## src/rtl/slot_scheduler.sv

```systemverilog
// ---------------------------------------------------------------------------
// slot_scheduler
//
// Sequences three one-hot design slots (driver fan-out plus 8-bit output mux).
// It produces the shared sample counter t and a sample tick from a
// programmable divider. It also drives the one-hot slot select. Every slot
// change passes through a guard gap of sel=000, so no partial output is ever
// muxed. Slots change on an explicit request, or rotate automatically after
// a programmable dwell.
//
// Ports
//   i_clk        system clock
//   i_rst        synchronous reset, active-high
//   i_div        tick period minus 1 (0 = tick every cycle)
//   i_auto_en    enable automatic slot rotation
//   i_dwell      auto-rotate when t would reach this value; 0 disables auto
//   i_req_valid  slot-change request valid
//   i_req_slot   requested slot 0..2 (3 is illegal and simply consumed)
//   o_req_ready  request accepted when i_req_valid & o_req_ready
//   o_sel        one-hot slot select, 000 during guard
//   o_t          sample counter driven into the demux
//   o_tick       one-cycle pulse coinciding with a t update
//   o_busy       high while in guard
// ---------------------------------------------------------------------------
module slot_scheduler #(
    parameter int T_WIDTH   = 19,
    parameter int DIV_WIDTH = 16,
    parameter int GUARD     = 4
) (
    input  logic                 i_clk,
    input  logic                 i_rst,
    input  logic [DIV_WIDTH-1:0] i_div,
    input  logic                 i_auto_en,
    input  logic [T_WIDTH-1:0]   i_dwell,
    input  logic                 i_req_valid,
    input  logic [1:0]           i_req_slot,
    output logic                 o_req_ready,
    output logic [2:0]           o_sel,
    output logic [T_WIDTH-1:0]   o_t,
    output logic                 o_tick,
    output logic                 o_busy
);

    // The guard counter only needs to hold GUARD-1.
    localparam int GC_W = (GUARD > 1) ? $clog2(GUARD) : 1;

    typedef enum logic [0:0] {
        ST_RUN   = 1'b0,
        ST_GUARD = 1'b1
    } state_t;

    // Unknown indices fall back to slot0, so the select can never go multi-hot.
    function automatic logic [2:0] slot_onehot(input logic [1:0] idx);
        logic [2:0] oh;
        case (idx)
            2'd0:    oh = 3'b001;
            2'd1:    oh = 3'b010;
            2'd2:    oh = 3'b100;
            default: oh = 3'b001;
        endcase
        return oh;
    endfunction

    // Rotation order 0 -> 1 -> 2 -> 0.
    function automatic logic [1:0] slot_next(input logic [1:0] idx);
        logic [1:0] nx;
        case (idx)
            2'd0:    nx = 2'd1;
            2'd1:    nx = 2'd2;
            default: nx = 2'd0;
        endcase
        return nx;
    endfunction

    state_t               r_state;
    logic [2:0]           r_sel;
    logic [T_WIDTH-1:0]   r_t;
    logic                 r_tick;
    logic                 r_busy;
    logic                 r_req_ready;
    logic [DIV_WIDTH-1:0] r_cnt;
    logic [GC_W-1:0]      r_gc;
    logic [1:0]           r_slot;
    logic [1:0]           r_target;

    state_t               w_state;
    logic [2:0]           w_sel;
    logic [T_WIDTH-1:0]   w_t;
    logic                 w_tick;
    logic                 w_busy;
    logic                 w_req_ready;
    logic [DIV_WIDTH-1:0] w_cnt;
    logic [GC_W-1:0]      w_gc;
    logic [1:0]           w_slot;
    logic [1:0]           w_target;
    logic                 w_div_hit;
    logic                 w_req_legal;
    logic                 w_auto_hit;
    logic                 w_enter_guard;

    // Next-state and next-output computation for the RUN/GUARD sequencer.
    always_comb begin
        w_state       = r_state;
        w_sel         = r_sel;
        w_t           = r_t;
        w_tick        = 1'b0;
        w_busy        = r_busy;
        w_req_ready   = r_req_ready;
        w_cnt         = r_cnt;
        w_gc          = r_gc;
        w_slot        = r_slot;
        w_target      = r_target;
        w_enter_guard = 1'b0;

        // ">=" lets a lowered divisor take effect immediately.
        w_div_hit   = (r_cnt >= i_div);
        w_req_legal = i_req_valid && (i_req_slot != 2'd3);
        // Auto fires on the tick that would land t on dwell; that increment is dropped.
        w_auto_hit  = i_auto_en && (i_dwell != {T_WIDTH{1'b0}}) && w_div_hit &&
                      ((r_t + {{(T_WIDTH-1){1'b0}}, 1'b1}) == i_dwell);

        case (r_state)
            ST_RUN: begin
                if (w_req_legal) begin
                    // An external request beats a same-cycle auto rotation.
                    w_target      = i_req_slot;
                    w_enter_guard = 1'b1;
                end else if (w_auto_hit) begin
                    w_target      = slot_next(r_slot);
                    w_enter_guard = 1'b1;
                end else if (w_div_hit) begin
                    w_cnt  = {DIV_WIDTH{1'b0}};
                    w_t    = r_t + {{(T_WIDTH-1){1'b0}}, 1'b1};
                    w_tick = 1'b1;
                end else begin
                    w_cnt = r_cnt + {{(DIV_WIDTH-1){1'b0}}, 1'b1};
                end
            end
            ST_GUARD: begin
                w_t   = {T_WIDTH{1'b0}};
                w_cnt = {DIV_WIDTH{1'b0}};
                if (r_gc == {GC_W{1'b0}}) begin
                    w_state     = ST_RUN;
                    w_sel       = slot_onehot(r_target);
                    w_slot      = r_target;
                    w_busy      = 1'b0;
                    w_req_ready = 1'b1;
                end else begin
                    w_gc = r_gc - {{(GC_W-1){1'b0}}, 1'b1};
                end
            end
            default: begin
                // Recover from an impossible encoding to the reset state.
                w_state     = ST_RUN;
                w_sel       = 3'b001;
                w_t         = {T_WIDTH{1'b0}};
                w_busy      = 1'b0;
                w_req_ready = 1'b1;
                w_cnt       = {DIV_WIDTH{1'b0}};
                w_gc        = {GC_W{1'b0}};
                w_slot      = 2'd0;
                w_target    = 2'd0;
            end
        endcase

        if (w_enter_guard) begin
            w_state     = ST_GUARD;
            w_sel       = 3'b000;
            w_t         = {T_WIDTH{1'b0}};
            w_cnt       = {DIV_WIDTH{1'b0}};
            w_tick      = 1'b0;
            w_gc        = GC_W'(GUARD - 1);
            w_busy      = 1'b1;
            w_req_ready = 1'b0;
        end else begin
            w_busy = w_busy;
        end
    end

    // State and output registers with synchronous reset.
    always_ff @(posedge i_clk) begin
        if (i_rst) begin
            r_state     <= ST_RUN;
            r_sel       <= 3'b001;
            r_t         <= {T_WIDTH{1'b0}};
            r_tick      <= 1'b0;
            r_busy      <= 1'b0;
            r_req_ready <= 1'b1;
            r_cnt       <= {DIV_WIDTH{1'b0}};
            r_gc        <= {GC_W{1'b0}};
            r_slot      <= 2'd0;
            r_target    <= 2'd0;
        end else begin
            r_state     <= w_state;
            r_sel       <= w_sel;
            r_t         <= w_t;
            r_tick      <= w_tick;
            r_busy      <= w_busy;
            r_req_ready <= w_req_ready;
            r_cnt       <= w_cnt;
            r_gc        <= w_gc;
            r_slot      <= w_slot;
            r_target    <= w_target;
        end
    end

    assign o_req_ready = r_req_ready;
    assign o_sel       = r_sel;
    assign o_t         = r_t;
    assign o_tick      = r_tick;
    assign o_busy      = r_busy;

endmodule

```

## config.mk

```make
export PLATFORM = sky130hd
export DESIGN_NAME = slot_scheduler
export DESIGN_NICKNAME = d
export VERILOG_FILES = /design/src/rtl/slot_scheduler.sv
export SDC_FILE = /design/constraint.sdc
export NUM_CORES = 1
export LEC_CHECK = 0
export BUFFER_PORTS_ARGS = -buffer_cell sky130_fd_sc_hd__buf_2
export CAP_MARGIN = 20
export CORE_MARGIN = 2
export CORE_UTILIZATION = 62
export CTS_BUF_LIST = sky130_fd_sc_hd__clkbuf_4
export CTS_CLUSTER_DIAMETER = 50
export DETAILED_ROUTE_END_ITERATION = 6
export PLACE_DENSITY = 0.95
export SYNTH_ARGS = -nofsm -noshare
export SYNTH_HDL_FRONTEND = slang
export SYNTH_SLANG_ARGS = --single-unit
```

## constraint.sdc

```tcl
create_clock -name i_clk -period 8.05 [get_ports i_clk]
set_input_delay 2.0125 -clock i_clk [delete_from_list [all_inputs] [get_ports i_clk]]
set_output_delay 2.0125 -clock i_clk [all_outputs]
set_load 0.1 [all_outputs]
```

; Word-level counts from Yosys, hierarchy flattened
; Index checks and enable logic that the tools add are counted.
; Widths: inputs -> output; s select.
[word_totals]
wordCells = 74
regBits = 48
[op_classes]
n_bitwise = 1
magnitude_cmp = 1
mux = 31
eq_ne = 9
n_reduce_logical = 18
addsub = 3
[ops]
columns = operator, count
row1 = $mux 19, 3
row2 = $mux 16, 3
row3 = $pmux 19 s2, 1
row4 = $pmux 16 s2, 1
row5 = $add 19x1->19 const B, 1
row6 = $eq 19x19->1, 1
row7 = $reduce_bool 19->1, 1
row8 = $add 16x1->16 const B, 1
row9 = $ge 16x16->1, 1
row10 = $mux 1, 16
row11 = $mux 2, 5
row12 = $ne 2x2->1 const B, 5
row13 = $reduce_and 2->1, 5
row14 = $pmux 3 s2, 1
row15 = $reduce_bool 2->1, 3
row16 = $reduce_or 5->1, 1
row17 = $eq 2x1->1 const B, 2
row18 = $logic_and 1x1->1, 4
row19 = $logic_not 2->1, 2
row20 = $pmux 2 s2, 1
row21 = $reduce_and 3->1, 1
row22 = $eq 2x2->1 const B, 1
row23 = $reduce_or 2->1, 1
row24 = $sub 2x1->2 const B, 1
row25 = $not 1->1, 1

; Longest topological paths before layout
; Gate-level depths: netlist (run 1).
[depth]
word_depth = 9
ltp_mapped = 11
depth_no_buf = 10

; Least setup slack after synthesis (run 1)
; No wires, ideal clock.
[synth_timing]
path_kind = input -> register
startpoint = in i_div[0]
endpoint = reg r_target[1]
setup_slack_ns = 3.542
t_required_ns = 7.923
cell_stages = 10
n_path_buf = 1
arrival_ns = 4.381
path_cell_list = ha_1 nand2b_1 a2111oi_0 o31a_1 o21a_1 or4b_4 o41ai_4 buf_6 mux2i_1 nor2_1
[synth_between]
elab_chain_len = 5
[synth_rtl]
columns = element, line
row1 = "start, declared", 32  ; input logic [DIV_WIDTH-1:0] i_div,
row2 = $ge 16x16->1, 116  ; w_div_hit = (r_cnt >= i_div);
row3 = $logic_and 1x1->1 (2 in a row), 119  ; w_auto_hit = i_auto_en && (i_dwell != {T_WIDTH{1'b0}}) && w_div_hit &&
row4 = $reduce_bool 2->1 (no line), -
row5 = $reduce_and 2->1 (no line), -
row6 = "end signal, assigned", 203  ; r_target <= w_target;
row7 = "end, declared", 84  ; logic [1:0] r_target;
; Every way passes these cells.
; A chain may end at the register's enable or synchronous reset.

; Worst setup path after layout (run 1)
[layout_timing]
startpoint = in i_div[0]
endpoint = reg r_cnt[10]
[layout_between]
elab_chain_len = 7
[layout_rtl]
columns = element, line
row1 = $ge 16x16->1 *, 116
row2 = $logic_and 1x1->1 (2 in a row), 119
row3 = $mux 1, 128  ; end else if (w_auto_hit) begin
row4 = $mux 1, 124  ; if (w_req_legal) begin
row5 = $mux 1, 122  ; case (r_state)
row6 = $reduce_or 2->1 (no line), -
row7 = "end signal, assigned", 189  ; r_cnt <= {DIV_WIDTH{1'b0}};
row8 = "end signal, assigned", 200  ; r_cnt <= w_cnt;
row9 = "end, declared", 81  ; logic [DIV_WIDTH-1:0] r_cnt;
; Every way passes the cells marked *; elsewhere a longest branch is shown, timed or not. The select of a mux whose other input is x is not followed.

==> results.md, run 1 <==
- The run finished with clean final reports.
- The antenna violation net count after detailed routing is 0.
- Setup repair after global routing left no endpoint under its margin.
- STA puts the critical path data required time at approximately 8.4 ns.
- Adding up every negative setup slack in the final design gives 0 ns.
- Entering global routing, the biggest net connects 21 pins.
- The critical path class is in2reg.
- The global placer's final weighted congestion is 0.935.
- The first global-routing pass estimated roughly 13 mm of wire.
- The final worst-path cycle share is around three fifths.
- The launch point of the worst reg-to-reg path is o_t[0].
- The share of synthesized registers carrying an async set or reset is 0%.
- In the routed design, unresolved DRC markers number 0.
- After synthesis, the cell types taking the most area are dfxtp_1, ha_1, nor2_1.
- Setup violations remaining at the end of the flow were counted as 0.
- Traced cell by cell, the critical path runs through buf_2 -> ha_1 -> nand2b_1 -> a2111oi_0 -> o31a_1 -> o21a_1 -> or4b_4 -> o41ai_4 -> o21ai_0 -> a21oi_1.
- Across the VDD grid, the largest voltage drop is approximately 80 µV.
- The dominant synthesized flop cell is dfxtp_1.
- 66 I/O pins were placed.
- Data arrives at the worst endpoint at approximately 5.0 ns.
- The CTS root buffer is clkbuf_4.
- After the flow finishes, the layout carries non-filler instances totaling between 500 and 600.
- The net count of the finished layout is ~540.
- The synthesized design contains between 40 and 50 register bits.
- The number of synthesized flops with an enable pin is 0.
- For this design, the sink count on the clock tree is between 40 and 50.
- STA classifies the critical path endpoint as a flip-flop.
- The number of search-and-repair iterations in the first detailed-routing pass is 5.
- Counting instances in the post-synthesis netlist gives the leading cell types as dfxtp_1, nor2_1, inv_1.
- Buffers inserted to repair hold after CTS numbered 0.
- dfxtp_1 takes more of the synthesized area than any other cell.
- The largest individual stage delay along the critical path comes from the cell o41ai_4.
- The total wire length is between 8 and 9 mm.
- The final-report hold violation count is 0.
- The clock insertion delay at the later pin of the skew report is roughly 0.38 ns.
- The TritonCTS buffer count is 5.
- The HPWL after detailed placement is 6.18 mm.
- The stage delay of the slowest cell on the critical path is around 0.80 ns.
- In this run, the number of DRC markers left after iteration 0 of detailed routing was around 160.
- The number of port buffers is 65.
- In this run the horizontal extent of the chip is a little under 80 µm.
- The initial cell density of the core is roughly two thirds.
- Once the clock tree was built, the resizer swapped 0 gates to a different size.
- Clock skew on the completed layout was measured at 0.00684 ns.
- Clock-pin slew was measured on the worst setup and hold paths at approximately 0.15 ns.
- Using the TritonRoute via totals, the vias-per-cell ratio works out to between 6 and 7.
- The average detailed-routed wire length per instance is roughly 15 µm.
- The most frequent cell after synthesis is dfxtp_1.
- For this run, the register share of the synthesized area comes to 28.5%.
- Subtracting the final worst setup slack from the clock period gives 4.68 ns.
- Cells fill roughly 72% of the core in the end.
- After floorplanning, the core was sized to cover 5170 µm².
- For the pin with the worst max-slew slack, the measured transition is ~0.82 ns.
- The diode insertion count for antenna repair is 0.
- The min-delay analysis places its worst path in the category reg2reg.
- The share of synthesized area in the top cell type comes to between 20% and 30%.
- The static power due to leakage is 0.00158 µW.
- Summed over all layers, the global routing overflow is 0.
- The number of distinct library cells after synthesis is 58.
- The area growth from synthesis to layout is 11.1%.
- The cell area that synthesis handed to floorplanning was around 3400 µm².
- The floorplan step defined a die boundary enclosing 6040 µm².
- Detailed routing inserted a total of approximately 3300 vias.
- The mean instance size in the synthesized netlist is roughly 8 µm².
- The site row count is 26.
- Synthesis produced a netlist whose cell count is about 430.
- Including well taps, the total number of placed cells is ~540.
- The total count of max-transition violations in the final report is 0.
- CTS built an H-tree with a depth of 2.
- The number of global-route vias before repair is 3128.
- The initial antenna violation count is 0.
- The count of warnings emitted by yosys is 0.
- In this run the deepest clock path goes through 2 buffers.
- The largest fanout of any net on the critical path is 15.
- The startpoint type of the worst setup path is a primary input.
- The number of max-cap violations is 0.
- Global routing consumed, over all layers together, a little over a quarter of the routing resources.
- The layout cell share with drive strength beyond 1 is around 18%.
- The startpoint identified for the worst hold timing path is o_sel[0].
- Synthesis produced a netlist with a net count of about 500.
- The headroom to the max-slew limit is 45.1%.
- In this run the worst setup path begins at i_div[0].
- The count of buffers added by post-CTS timing repair for setup is 0.
- The power per unit of standard cell area is 134 nW/µm².
- The die is ~78 µm tall.
- For this run, the top clock speed supported by timing is 214 MHz.
- TritonCTS built the clock tree.
==> per-layer routing <==
| metal | global-route usage (%) | wire length, µm | vias up | share of wire (%) |
|---|---|---|---|---|
| met3 | 5.23 | 535 | 24 | 6.6 |
| met4 | 11.4 | 231 | 0 | 2.8 |
| met5 | 0 | 0 | - | 0 |
| met2 | 47.1 | 3900 | 142 | 48 |
| met1 | 31.1 | 3450 | 1526 | 42 |
| li1 | - | - | 1632 | - |
==> registers in the layout, indices dropped and copies added, names as in the netlist <==
name / count
o_tick: 1
o_req_ready: 1
r_cnt: 16
r_target: 2
r_slot: 2
o_sel: 3
r_state: 1
o_t: 19
r_gc: 2
o_busy: 1
==> placed cells by master (no fill, tap or decap), types with 8 or more instances in the layout <==
cell type / synthesis / routed
buf_2: 4 / 65
dfxtp_1: 48 / 48
nor2_1: 45 / 45
inv_1: 34 / 34
nand2_1: 31 / 31
a21oi_1: 23 / 23
ha_1: 21 / 21
nor3_1: 20 / 20
xnor2_1: 18 / 18
nand3_1: 17 / 17
xor2_1: 17 / 17
o21ai_0: 15 / 15
nor4_1: 13 / 13
or3_1: 9 / 9
o21a_1: 8 / 8
==> power breakdown <==
part	internal (µW)	switching (µW)
registers	247	12.0
clock network	34.5	84.6
logic	38.8	85.3
total	320	182
==> final cells by class <==
class                   count  area, µm²
clock buffers               5       37.5
inverters                  34        128
repair buffers             65        325
well taps                  70       87.6
clock inverters             3       23.8
multi-input cells         327       2180
flip-flops and latches     48        961
fillers                   433       1430
==> metrics by stage <==
stage | hold slack, ns | power (µW) | worst slack (ns) | instance area (µm²)
after floorplan | 0.437 | 357 | 3.54 | 3370
after global placement | 0.442 | 382 | 3.15 | 3680
after detailed placement | 0.458 | 387 | 3.06 | 3680
after CTS | 0.477 | 502 | 3.39 | 3740
after global routing | 0.503 | 525 | 3.23 | 3740
final | 0.473 | 502 | 3.37 | 3740
==> worst max-delay path, delay by kind of cell <==
family / cells / cell delay (ns)
buffers and inverters: 1 / 0.10
and+or+nand+nor: 2 / 0.70
AOI/OAI and AO/OA: 6 / 1.93
adders and majority gates: 1 / 0.26
==> cells by family (layout without fill, tap and decap cells) <==
logic type	count (synthesis)	after routing	synth area share (%)
xor+xnor	35	35	9.09
compound gates	80	80	16.2
buf+inv	54	107	6.76
fa+ha+maj	21	21	7.80
flops	48	48	28.5
mux	4	4	1.19
simple gates	187	187	30.5
==> final timing paths <==
check / endpoint / slack, ns / cells past startpoint
min reg2reg: o_sel[0] / 0.47 / 2
max reg2reg: r_cnt[10] / 4.11 / 9
min: o_sel[0] / 0.47 / 2
max: r_cnt[10] / 3.37 / 10
No activity file was read; power rests on OpenSTA's default activity.
==> run 2: changes to the inputs <==
- CORE_UTILIZATION: 62 -> 58
- PLACE_DENSITY: 0.95 -> 0.91
- clock period: 8.05 -> 4.8 ns (I/O delays scaled with it)
==> run 2 against run 1 <==
Sequential share of layout area down 0.17 points. Die area up 6.5%. Register-to-register slack worse by 3.3 ns. Worst setup slack worse by 2.6 ns. Clock power up 120%.
==> results.md, run 2 (same netlist as run 1, synthesis figures left out) <==
- The maximum root-to-sink buffer count is 2 (unchanged).
- The CTS root buffer is clkbuf_4.
- The switching part of the total is 34.6% (-1.6 points).
- The stage delay of the slowest cell on the critical path is 0.76 ns (-0.04 ns).
- Timing would allow up to about 250 MHz.
- The total number of vias is 3270 (-1.6%).
- The boundary pin count is 66 (unchanged).
- The flow ran to the end, and the final reports show no timing, DRC or antenna violations.
- The die extent in x was 80.2 µm (+3.2%).
- The required time of the critical path is 5.12 ns (-3.24 ns).
- Traced cell by cell, the critical path runs through ha_1 -> nand4_4 -> nor4_1 -> xnor2_1 -> or4b_1 -> or3_4 -> o41ai_4 -> o21ai_0 -> a21oi_1.
- The total setup violations reported at the end of the flow is 0 (unchanged).
- The static power due to leakage is 0.00160 µW (+0.91%).
- Setup repair after global routing left no endpoint under its margin.
- The die footprint was 6440 µm² (+6.5%).
- The largest fanout of any net on the critical path is 15 (unchanged).
- The register clock-pin slew on the reported worst setup and hold paths is 0.15 ns (about the same).
- The startpoint type of the worst setup path is a flip-flop.
- The TritonCTS buffer count is 5 (unchanged).
- In the layout the commonest cells are buf_2, dfxtp_1, nor2_1.
- The most common cell after layout, fill and taps aside is buf_2.
- The total negative slack for setup checks is 0 ns (unchanged).
- The count of buffers added by post-CTS timing repair for setup is 0 (unchanged).
- From synthesis to final layout, the design area changed by 11.8%.
- The depth of the CTS H-tree is 2 (unchanged).
- The number of global-route vias before repair is 3065 (-2.0%).
- The switching component of the power was 312 µW (+72%).
- The critical path class is reg2reg.
- The sort of element at the end of the critical path is a flip-flop.
- The worst IR drop on VDD came to 236 µV (+190%).
- The site row count is 27 (+3.8%).
- The number of search-and-repair iterations in the first detailed-routing pass was 5 (unchanged).
- The headroom to the max-slew limit is 43.8% (-1.3 points).
- The share of power burned in registers is 48.1% (-3.5 points).
- The cell-internal power is 591 µW (+84%).
- The endpoint of the worst register-to-register path is r_cnt[8].
- The data arrival time of the critical path is 4.34 ns (-0.66 ns).
- After layout, the worst path uses 83.8% of the clock period.
- TritonCTS built the clock tree.
- The number of buffer and inverter stages on the critical path came to 0 (-1).
- The tightest min-delay check is of the reg2reg type.
- The clock network fraction of design power came to 28.9% (+5.2 points).
- The number of flip-flops under the largest register name is 19 (unchanged).
- The number of gates resized after CTS is 0 (unchanged).
- The share of total power in combinational logic is 23.0% (-1.7 points).
- The startpoint identified for the worst register-to-register timing path is o_t[0].
- The leftover overflow at the end of global routing is 0 (unchanged).
- The largest net degree at the start of global routing is 21 (unchanged).
- The kind of cell with the highest combined delay along the critical path is simple AND/OR/NAND/NOR gates.
- The final-report hold violation count came to 0 (unchanged).
- The master of the slowest instance on the critical path is o41ai_4.
- The post-detailed-placement half-perimeter wirelength was 6.13 mm (-0.80%).
- The layout cell share with drive strength beyond 1 came to 18.3% (unchanged).
- The first-pass GRT wire length came to 13.4 mm (+1.5%).
- The clock sink count is 48 (unchanged).
- The worst-case clock skew is 0.0116 ns (+0.00472 ns).
- The timing endpoint of the critical path is r_cnt[8].
- The number of logic stages on the critical path including buffering is 9 (-1).
- The power per unit of standard cell area was 240 nW/µm² (+79%).
- The total wire length came to 8.07 mm (-0.57%).
- The clock insertion delay at the later pin of the skew report came to 0.39 ns (about the same).
- The number of max-cap violations was 0 (unchanged).
- The total count of max-transition violations in the final report is 0 (unchanged).
- The initial antenna violation count is 0 (unchanged).
- The antenna violation net count after detailed routing is 0 (unchanged).
- The utilization after layout is 67.6% (-4.8 points).
- The number of buffers inserted by hold repair at cts is 0 (unchanged).
- The area of the core came to 5570 µm² (+7.8%).
- The routed design could run at a clock period as short as ~4.0 ns.
- The DRC marker count from the first detailed-route iteration is 160 (+1.9%).
- The vias per cell was 5.90 (-2.0%).
- The initial cell density of the core is 60.5% (-4.7 points).
- The diode insertion count for antenna repair is 0 (unchanged).
- The average detailed-routed wire length per instance is 14.6 µm (-0.93%).
- The height of the die is 80.2 µm (+3.2%).
- The measured slew at the worst slew-check pin is 0.840 ns (+0.0192 ns).
- The logic depth of the worst register-to-register path is 9 (unchanged).
- The final net count came to 543 (unchanged).
- The post-detailed-route DRC marker count is 0 (unchanged).
- The number of port buffers is 65 (unchanged).
- The worst-case register-to-register setup slack is 0.78 ns (-3.33 ns).
- The global placer's final weighted congestion came to 0.924 (-1.2%).
- The total global routing track utilization is 25.9% (-0.76 points).
- The worst setup path startpoint is o_t[0].
- The total of fill cells in the finished design is 474 (+9.5%).
[run 2: power groups by stage]
stage,Sequential [µW],Clock [µW],Combinational [µW]
after floorplan,500,0,99.3
after global placement,441,0,201
after detailed placement,442,0,207
after CTS,434,263,208
after global routing,437,279,226
final,434,261,208
[run 2: layout make-up]
| cell class | instances | area [µm²] | share of cell area [%] |
|---|---|---|---|
| Sequential cell | 48 | 961 | 25.5 |
| Tap cell | 72 | 90.1 | 2.39 |
| Clock inverter | 3 | 46.3 | 1.23 |
| Multi-Input combinational cell | 327 | 2180 | 57.9 |
| Inverter | 34 | 128 | 3.39 |
| Timing Repair Buffer | 65 | 325 | 8.63 |
| Clock buffer | 5 | 37.5 | 0.996 |
[run 2: worst reg2reg max path, stage by stage (launching register included)]
cell     delay, ns
dfxtp_1       0.58
ha_1          0.36
nand4_4       0.21
nor4_1        0.57
xnor2_1       0.24
or4b_1        0.47
or3_4         0.37
o41ai_4       0.77
o21ai_0       0.21
a21oi_1       0.16
[run 2: routing by layer]
metal / GRT usage, % / up-vias / share of wire, %
met3: 4.04 / 21 / 7.0
met1: 30.6 / 1482 / 42
met5: 0 / - / 0
li1: - / 1633 / -
met4: 11.5 / 0 / 2.7
met2: 45.8 / 134 / 49
[run 2: worst min-delay path by stage]
stage | startpoint | to | slack [ns] | depth (start not counted)
final | o_sel[0] | o_sel[0] | 0.47 | 2
after global routing | o_req_ready | o_req_ready | 0.50 | 2
after CTS | o_sel[0] | o_sel[0] | 0.48 | 2
after detailed placement | o_req_ready | o_req_ready | 0.46 | 2
after global placement | o_busy | o_busy | 0.44 | 1
after floorplan | r_cnt[0] | r_cnt[0] | 0.44 | 1
[run 2: through the flow]
| step | std cells | instance area (µm²) | total power, µW | hold WS, ns | setup slack, ns |
|---|---|---|---|---|---|
| finish | 554 | 3770 | 903 | 0.473 | 0.778 |
| detailed placement | 546 | 3690 | 650 | 0.460 | 0.594 |
| CTS | 554 | 3770 | 905 | 0.481 | 0.867 |
| global route | 554 | 3770 | 943 | 0.496 | 0.558 |
| global placement | 546 | 3690 | 642 | 0.442 | 0.703 |
| floorplan | 429 | 3370 | 599 | 0.437 | 0.851 |
